## src/rtl/ramp_pkg.sv

```systemverilog
// Shared definitions for the ramp pattern generator.
//   NLANE_DEF  - default number of lanes per output word
//   LANE_W_DEF - default bits per lane
//   STEP       - per-word base increment for the default configuration (equals NLANE)
//   ramp_state_e - generator FSM states
package ramp_pkg;

  localparam int unsigned NLANE_DEF  = 8;
  localparam int unsigned LANE_W_DEF = 10;
  localparam int unsigned STEP       = NLANE_DEF;

  typedef enum logic [0:0] {
    StIdle = 1'b0,
    StRun  = 1'b1
  } ramp_state_e;

endpackage

```

## src/rtl/ramp_word_build.sv

```systemverilog
// Combinational expansion of a lane-0 base value into an NLANE-lane ramp word.
//   base - lane-0 value
//   word - lane i = (base + i) mod 2^LANE_W, lane i at bits [LANE_W*(i+1)-1 : LANE_W*i]
module ramp_word_build import ramp_pkg::*; #(
  parameter int unsigned NLANE  = NLANE_DEF,
  parameter int unsigned LANE_W = LANE_W_DEF
) (
  input  logic [LANE_W-1:0]       base,
  output logic [NLANE*LANE_W-1:0] word
);

  for (genvar i = 0; i < NLANE; i++) begin : g_lane
    assign word[i*LANE_W +: LANE_W] = base + LANE_W'(i);
  end

endmodule

```

## src/rtl/ramp_pattern_gen.sv

```systemverilog
// Ramp pattern generator: emits one NLANE-lane ramp word per cycle while running,
// either continuously or for a finite burst. All outputs are registered.
//   clk, rst (sync, active-high)
//   start/stop        - single-cycle run control
//   burst_mode/len    - finite burst select and length, sampled on accepted start
//   seed              - lane-0 value of the first word, sampled on accepted start
//   inject_err        - request to flip bit 0 of lane 0 of the next emitted word
//   dout/dout_valid   - ramp word and its valid strobe
//   busy/done         - running flag, single-cycle end-of-run pulse
//   word_cnt/inj_cnt  - words since accepted start (saturating), injections since reset
// Error injection is only built when RAMP_GEN_ERR_INJECT_EN is defined.
module ramp_pattern_gen import ramp_pkg::*; #(
  parameter int unsigned NLANE  = NLANE_DEF,
  parameter int unsigned LANE_W = LANE_W_DEF
) (
  input  logic                    clk,
  input  logic                    rst,
  input  logic                    start,
  input  logic                    stop,
  input  logic                    burst_mode,
  input  logic [31:0]             burst_len,
  input  logic [LANE_W-1:0]       seed,
  input  logic                    inject_err,
  output logic [NLANE*LANE_W-1:0] dout,
  output logic                    dout_valid,
  output logic                    busy,
  output logic                    done,
  output logic [63:0]             word_cnt,
  output logic [31:0]             inj_cnt
);

  ramp_state_e             state_q;
  logic                    burst_q;
  logic [31:0]             remain_q;  // words still to emit after the current one
  logic [LANE_W-1:0]       base_q;    // lane-0 value of the next word
  logic [NLANE*LANE_W-1:0] dout_q;
  logic                    valid_q;
  logic                    done_q;
  logic [63:0]             wcnt_q;
  logic [63:0]             wcnt_d;
  logic [31:0]             inj_cnt_q;
  logic                    pend_q;

  logic                    accept;
  logic                    zero_burst;
  logic                    run_end;
  logic                    emit;
  logic                    inj_eff;
  logic [LANE_W-1:0]       build_base;
  logic [NLANE*LANE_W-1:0] word_nxt;

  // Simultaneous start and stop in IDLE cancel each other.
  assign accept     = (state_q == StIdle) && start && !stop;
  assign zero_burst = burst_mode && (burst_len == '0);
  assign run_end    = (state_q == StRun) && (stop || (burst_q && remain_q == '0));
  assign emit       = (accept && !zero_burst) || ((state_q == StRun) && !run_end);
  // The first word of a run comes straight from seed.
  assign build_base = (state_q == StIdle) ? seed : base_q;

`ifdef RAMP_GEN_ERR_INJECT_EN
  // A request arriving on the emitting cycle itself applies to that word.
  assign inj_eff = pend_q | inject_err;
`else
  logic unused_inject_err;
  assign unused_inject_err = inject_err;
  assign inj_eff           = 1'b0;
`endif

  ramp_word_build #(
    .NLANE  (NLANE),
    .LANE_W (LANE_W)
  ) u_word_build (
    .base (build_base),
    .word (word_nxt)
  );

  always_comb begin
    wcnt_d = accept ? '0 : wcnt_q;
    if (emit && wcnt_d != '1) begin
      wcnt_d = wcnt_d + 64'd1;
    end
  end

  always_ff @(posedge clk) begin
    if (rst) begin
      state_q   <= StIdle;
      burst_q   <= 1'b0;
      remain_q  <= '0;
      base_q    <= '0;
      dout_q    <= '0;
      valid_q   <= 1'b0;
      done_q    <= 1'b0;
      wcnt_q    <= '0;
      inj_cnt_q <= '0;
      pend_q    <= 1'b0;
    end else begin
      done_q  <= 1'b0;
      valid_q <= emit;
      wcnt_q  <= wcnt_d;

      unique case (state_q)
        StIdle: begin
          if (accept) begin
            burst_q  <= burst_mode;
            remain_q <= burst_len - 32'd1;
            if (zero_burst) begin
              done_q <= 1'b1;
            end else begin
              state_q <= StRun;
            end
          end
        end
        StRun: begin
          if (run_end) begin
            state_q <= StIdle;
            done_q  <= 1'b1;
          end else begin
            remain_q <= remain_q - 32'd1;
          end
        end
        default: state_q <= StIdle;
      endcase

      if (emit) begin
        dout_q <= word_nxt ^ {{(NLANE*LANE_W-1){1'b0}}, inj_eff};
        base_q <= build_base + LANE_W'(NLANE);
        pend_q <= 1'b0;
        if (inj_eff) begin
          inj_cnt_q <= inj_cnt_q + 32'd1;
        end
      end else begin
        pend_q <= inj_eff;
      end
    end
  end

  assign dout       = dout_q;
  assign dout_valid = valid_q;
  assign busy       = (state_q == StRun);
  assign done       = done_q;
  assign word_cnt   = wcnt_q;
  assign inj_cnt    = inj_cnt_q;

endmodule

```

## config.mk

```make
export PLATFORM = sky130hd
export DESIGN_NAME = ramp_pattern_gen
export DESIGN_NICKNAME = d
export VERILOG_FILES = /design/src/rtl/ramp_pkg.sv /design/src/rtl/ramp_word_build.sv /design/src/rtl/ramp_pattern_gen.sv
export SDC_FILE = /design/constraint.sdc
export NUM_CORES = 1
export LEC_CHECK = 0
export ABC_AREA = 1
export CAP_MARGIN = 10
export CORE_ASPECT_RATIO = 0.75
export CORE_UTILIZATION = 45
export DETAILED_ROUTE_END_ITERATION = 12
export GPL_ROUTABILITY_DRIVEN = 0
export GPL_TIMING_DRIVEN = 0
export PLACE_DENSITY = 0.8
export RECOVER_POWER = 100
export SETUP_SLACK_MARGIN = 0.4
export SYNTH_ARGS = -nofsm -noshare
export SYNTH_HDL_FRONTEND = slang
export SYNTH_SLANG_ARGS = --single-unit
```

## constraint.sdc

```tcl
create_clock -name clk -period 2.3 [get_ports clk]
set_clock_uncertainty 0.05 [all_clocks]
set_input_delay 0.23 -clock clk [delete_from_list [all_inputs] [get_ports clk]]
set_output_delay 0.23 -clock clk [all_outputs]
set_load 0.01 [all_outputs]
```

* After elaboration in Yosys (flattened, before gate mapping)
Index checks and enable logic that the tools add are counted.
** Storage, ports and cells
- Bits in registers :: 190
- Bits of input ports :: 48
- Output and inout bits :: 179
** Cells by class
- Add/sub/neg operators :: 11
- Eq/ne operators :: 3
- Muxes and demuxes :: 14
- Bitwise gates (word level) :: 1
- Reduce and logical (&&, ||, !) cells :: 17
** Operator list (count)
- 64-bit two-way mux :: 2
- 64-bit by 1-bit adder with 64-bit output (second input constant) :: 1
- 32-bit zero test :: 2
- 32-bit two-way mux :: 2
- 64-bit inequality test (second input constant) :: 1
- 32-bit case mux with 2 select lines :: 1
- 32-bit by 1-bit subtractor with 32-bit output (second input constant) :: 2
- 10-bit by 3-bit adder with 10-bit output (second input constant) :: 4
- 10-bit by 2-bit adder with 10-bit output (second input constant) :: 2
- 10-bit by 1-bit adder with 10-bit output (second input constant) :: 1
- 10-bit by 4-bit adder with 10-bit output (second input constant) :: 1
- 10-bit two-way mux :: 1
- 1-bit logical AND :: 8
- 1-bit two-way mux :: 6
- 2-bit inequality test (second input constant) :: 2
- 1-bit case mux with 2 select lines :: 2
- 2-bit AND reduction :: 2
- 1-bit zero test :: 3
- 1-bit logical OR :: 2
- 1-bit inverter :: 1

* Logic depth before layout (Yosys ltp)
- Depth in word-level cells :: 9
- Depth in mapped cells :: 16
- Depth with buffers taken out :: 14

* Modules after synthesis
Synthesis repeated with hierarchy kept, for this count alone.
** Second synthesis, totals
- Cells, all modules :: 1938
- Area, all modules :: 11986.5 um^2
** By module, submodules not included
- ramp_pattern_gen :: instances 1, cells each 1725, area each 10761.6 um^2, seq. area each 3803.6 um^2
- ramp_word_build :: instances 1, cells each 213, area each 1224.9 um^2, seq. area each 0.0 um^2

* Worst setup path after synthesis
No wires, ideal clock.
- Kind :: register to register
- From :: register state_q (netlist: busy)
- To :: register dout_q[68] (netlist: dout[68])
- Setup time :: 0.135 ns
- Arrival :: 2.319 ns
- Setup slack :: -0.204 ns
- Stages on the path, launching flop included :: 13
- Clock period less this slack :: 2.504 ns
- Cells stage by stage :: dfxtp_1 > buf_4 > buf_6 > buf_4 > buf_4 > o21ai_2 > inv_1 > ha_1 > inv_1 > o21ai_0 > nand2_1 > xor2_1 > a211oi_1
** Between the ends
- Elaborated cells between the ends (all ways) :: 10
** RTL lines
- start: declaration :: RTL line ramp_pattern_gen.sv:32 : ramp_state_e state_q;
- start signal: assignment :: RTL line ramp_pattern_gen.sv:86 : state_q <= StIdle;
- start signal: assignment :: RTL line ramp_pattern_gen.sv:109 : state_q <= StRun;
- start signal: assignment :: RTL line ramp_pattern_gen.sv:115 : state_q <= StIdle;
- 10-bit two-way mux :: RTL line ramp_pattern_gen.sv:58 : assign build_base = (state_q == StIdle) ? seed : base_q;
- net build_base[3] :: RTL line ramp_pattern_gen.sv:49 : logic [LANE_W-1:0] build_base;
- 10-bit by 3-bit adder with 10-bit output :: RTL line ramp_word_build.sv:13 : assign word[i*LANE_W +: LANE_W] = base + LANE_W'(i);
- end signal: assignment :: RTL line ramp_pattern_gen.sv:125 : dout_q <= word_nxt ^ {{(NLANE*LANE_W-1){1'b0}}, inj_eff};
- end: declaration :: RTL line ramp_pattern_gen.sv:36 : logic [NLANE*LANE_W-1:0] dout_q;
The timed path passes the listed nets, and every way through them passes these cells.
A chain may end at the register's enable or synchronous reset.

* Final worst setup path
- From :: register state_q (netlist: busy)
- To :: register wcnt_q[57] (netlist: word_cnt[57])
** Between the ends
- Cells in the longest elaborated chain, start to end :: 7
- Elaborated cells between the ends (all ways) :: 13
** RTL lines
- branches (longest 6 deep; another with 64-bit by 1-bit adder with 64-bit output)
- 64-bit two-way mux (*) :: RTL line ramp_pattern_gen.sv:79 : if (emit && wcnt_d != '1) begin
- end signal: assignment :: RTL line ramp_pattern_gen.sv:99 : wcnt_q <= wcnt_d;
- end: declaration :: RTL line ramp_pattern_gen.sv:39 : logic [63:0] wcnt_q;
Every way passes the cells marked *.

==> reports/qor.yml <==
status: "finished with violations"
violations: "negative setup slack"
syn_inst: 1763
critical-path-top-delay-family: "simple AND/OR/NAND/NOR gates"
start_util_pct: 46.5
fin_nets: 2186
drc_errors: 0
finalCritPeriodShare_pct: 111
via_count: 14755
ant_nets: 0
drt_iter0_drc: 2186
holdWs_ns: 0.314
syn_area_sq_mm: 0.0113
portBuffers: 192
fin_area_sq_mm: 0.0174
reg2reg_depth: 15
grt_max_degree: 17
antenna_found_initial: 1
grt_pass1_vias: 12903
die-area_sq_mm: 0.0257
fmax_mhz: 391
vias_per_cell: 5.98
powerDensity_mw_per_mm2: 511
cp_max_fo: 10
critPathKind: "flop to flop"
cts_buffers: 17
ys_ff_latch: 177
r2r_end: "word_cnt[57]"
dp_cells: 2317
vdd_drop_max_uv: 564
min_path_type: "input port to flop"
worstSetupEndpointType: "flop"
seq_area_frac_synth_pct: 31.4
dp_hpwl_um: 31800
cp.required_ns: 2.59
netlist.area_leader.share_pct: 31.4
crit_path_start_kind: "flop"
final_util_pct: 71.8
yosysTopAreaCell: "dfxtp_1"
rows: 49
fp.coreArea_sq_mm: 0.0243
r2r_slack_ns: -0.26
final_cell_mix: "nand2_1 (378), dfxtp_1 (176), buf_4 (150), nor2_1 (148), inv_1 (133)"
cp.arrival_ns: 2.85
grt_overflow: 0
areaGrowthSynthToFinish_pct: 54.5
clock_latency_ns: 0.46
slew_headroom_pct: 43.6
cts.sinks: 177
drt-total-wl_um: 50500
fp.dieH_um: 139
rsz0062_at_grt: "true"
cts_tree: "built"
synth_edf_count: 0
async_flop_share_pct: 0
clk_pin_slew_ns: 0.07
setup_viol: 93
worst_slack_ns: -0.255
place_area_sq_mm: 0.0143
final_common_cell: "nand2_1"
cp.buffers_inverters: 5
hold_depth: 4
yosys_warnings: 0
hold_start: "rst"
maxSlewViolCount: 0
max_stage_delay_ns: 0.34
crit_slowest_cell: "dfxtp_2"
grt_use_total_pct: 34.3
rr_startpoint: "busy"
synthTopCellsByArea: "dfxtp_1 (31%), nand2_1 (15%), nor2_1 (8.2%)"
tightest_slew_ns: 0.846
period_minus_slack_ns: 2.56
h-tree-depth: 4
wl_per_cell_um: 20.5
grt_pass1_wl_um: 68500
crit_chain: "buf_8 > inv_8 > nand3_4 > buf_12 > buf_4 > buf_8 > nand3_2 > nor2_2 > nand2_2 > nor2_4 > nand3b_1 > nor2_2 > nand3_1 > nand2_1 > nor2_1"
clk_path_buf_depth: 2
layoutNonFillerInstCount: 2469
die_x_um: 185
setup_tns_ns: -13.30
n_antenna_cell: 0
dr.pass1.iters: 8
max_cap_viol_count: 0
hold_end: "dout_valid"
hold_viol_final: 0
ctsHoldBuffers: 0
p_leak_uw: 0.00720
drive_gt1_share_pct: 28.0
io_pins: 227
cts_root_buffer: "clkbuf_16"
ys.flop_type: "dfxtp_1"
ys_types: 44
synth_area_per_cell_sq_um: 6.40
cell usage after synthesis (2+ instances only):
cell type and count:
and2_1 2, nand3_1 141, a31oi_1 7, nand3_2 3, a211oi_1 25, xnor2_1 8, clkbuf_1 36, nor3_1 9
inv_2 5, o21ai_2 5, nand4_1 31, o211a_1 2, inv_1 151, nand3b_1 4, xor2_1 87, nor2_1 246
nand2_1 443, or2_2 13, dfxtp_1 177, buf_1 2, a21oi_1 134, nor2_2 9, o21ai_1 7, nor2_4 4
o21bai_1 3, buf_2 23, buf_6 9, ha_1 11, buf_4 49, nand2_2 7, o21ai_0 96, nor3b_1 2
routing by layer:
layer | vias to the layer above | share of wire (%) | GRT usage, %
li1 | 6354 | - | -
met1 | 6764 | 37 | 45.0
met2 | 1271 | 42 | 49.8
met3 | 364 | 15 | 11.3
met4 | 2 | 6.3 | 17.9
met5 | - | 0.069 | 0
report_power, final:
| group | switching, uW | internal [uW] | leakage [uW] | total, uW |
|---|---|---|---|---|
| logic | 1320 | 974 | 0.00545 | 2300 |
| registers | 120 | 3240 | 0.00145 | 3360 |
| clock network | 1410 | 1840 | 0.000306 | 3260 |
sequential cells by signal (all words and copies together), names as in the netlist:
| signal | count |
|---|---|
| base_q | 10 |
| dout_valid | 1 |
| burst_q | 1 |
| busy | 1 |
| word_cnt | 64 |
| remain_q | 32 |
| done | 1 |
| dout | 67 |
how the worst max path moves through the flow:
| stage | start | to | slack [ns] | cells after the start |
|---|---|---|---|---|
| after floorplan | busy | dout[78] | 0.26 | 11 |
| after global placement | stop | word_cnt[61] | -0.70 | 14 |
| after detailed placement | stop | word_cnt[61] | -0.75 | 14 |
| after CTS | busy | word_cnt[51] | 0.006 | 15 |
| after global routing | busy | word_cnt[62] | -0.47 | 13 |
| final | busy | word_cnt[57] | -0.26 | 15 |
layout make-up:
cell class / instances / area (sq um)
fill: 1654 / 6850
clock inverter: 12 / 195
multi-input combinational: 1341 / 8130
buffer: 120 / 1070
inverter: 158 / 627
clock buffer: 18 / 429
tap: 331 / 414
sequential: 177 / 3540
timing repair buffer: 312 / 3020
stage by stage:
| step | setup WS, ns | power [uW] |
|---|---|---|
| after global placement | -0.704 | 5130 |
| after detailed placement | -0.752 | 5160 |
| after CTS | 0.00562 | 8500 |
| final | -0.255 | 8910 |
| after global routing | -0.468 | 9110 |
| after floorplan | 0.260 | 4470 |
kinds of logic after synthesis:
family,after synthesis,synth area share [%]
AND/OR/NAND/NOR,918,34.5
adder cells (fa/ha/maj),11,1.22
flip-flops,177,31.4
buffers and inverters,278,11.8
other,1,0.0332
AO/OA/AOI/OAI,283,13.7
XOR/XNOR,95,7.37
worst reg2reg max path, cell delays in order, from the launching register on:
cell	delay [ns]
dfxtp_2	0.34
buf_8	0.14
inv_8	0.06
nand3_4	0.12
buf_12	0.15
buf_4	0.12
buf_8	0.16
nand3_2	0.12
nor2_2	0.18
nand2_2	0.10
nor2_4	0.16
nand3b_1	0.30
nor2_2	0.23
nand3_1	0.10
nand2_1	0.07
nor2_1	0.06
repair_timing:
item	CTS	global route
cloned	4	1
pin swaps	53	79
resized for setup	164	266
setup buffers	66	51
endpoints found under the setup margin	176	180
No activity file was read; power rests on OpenSTA's default activity.
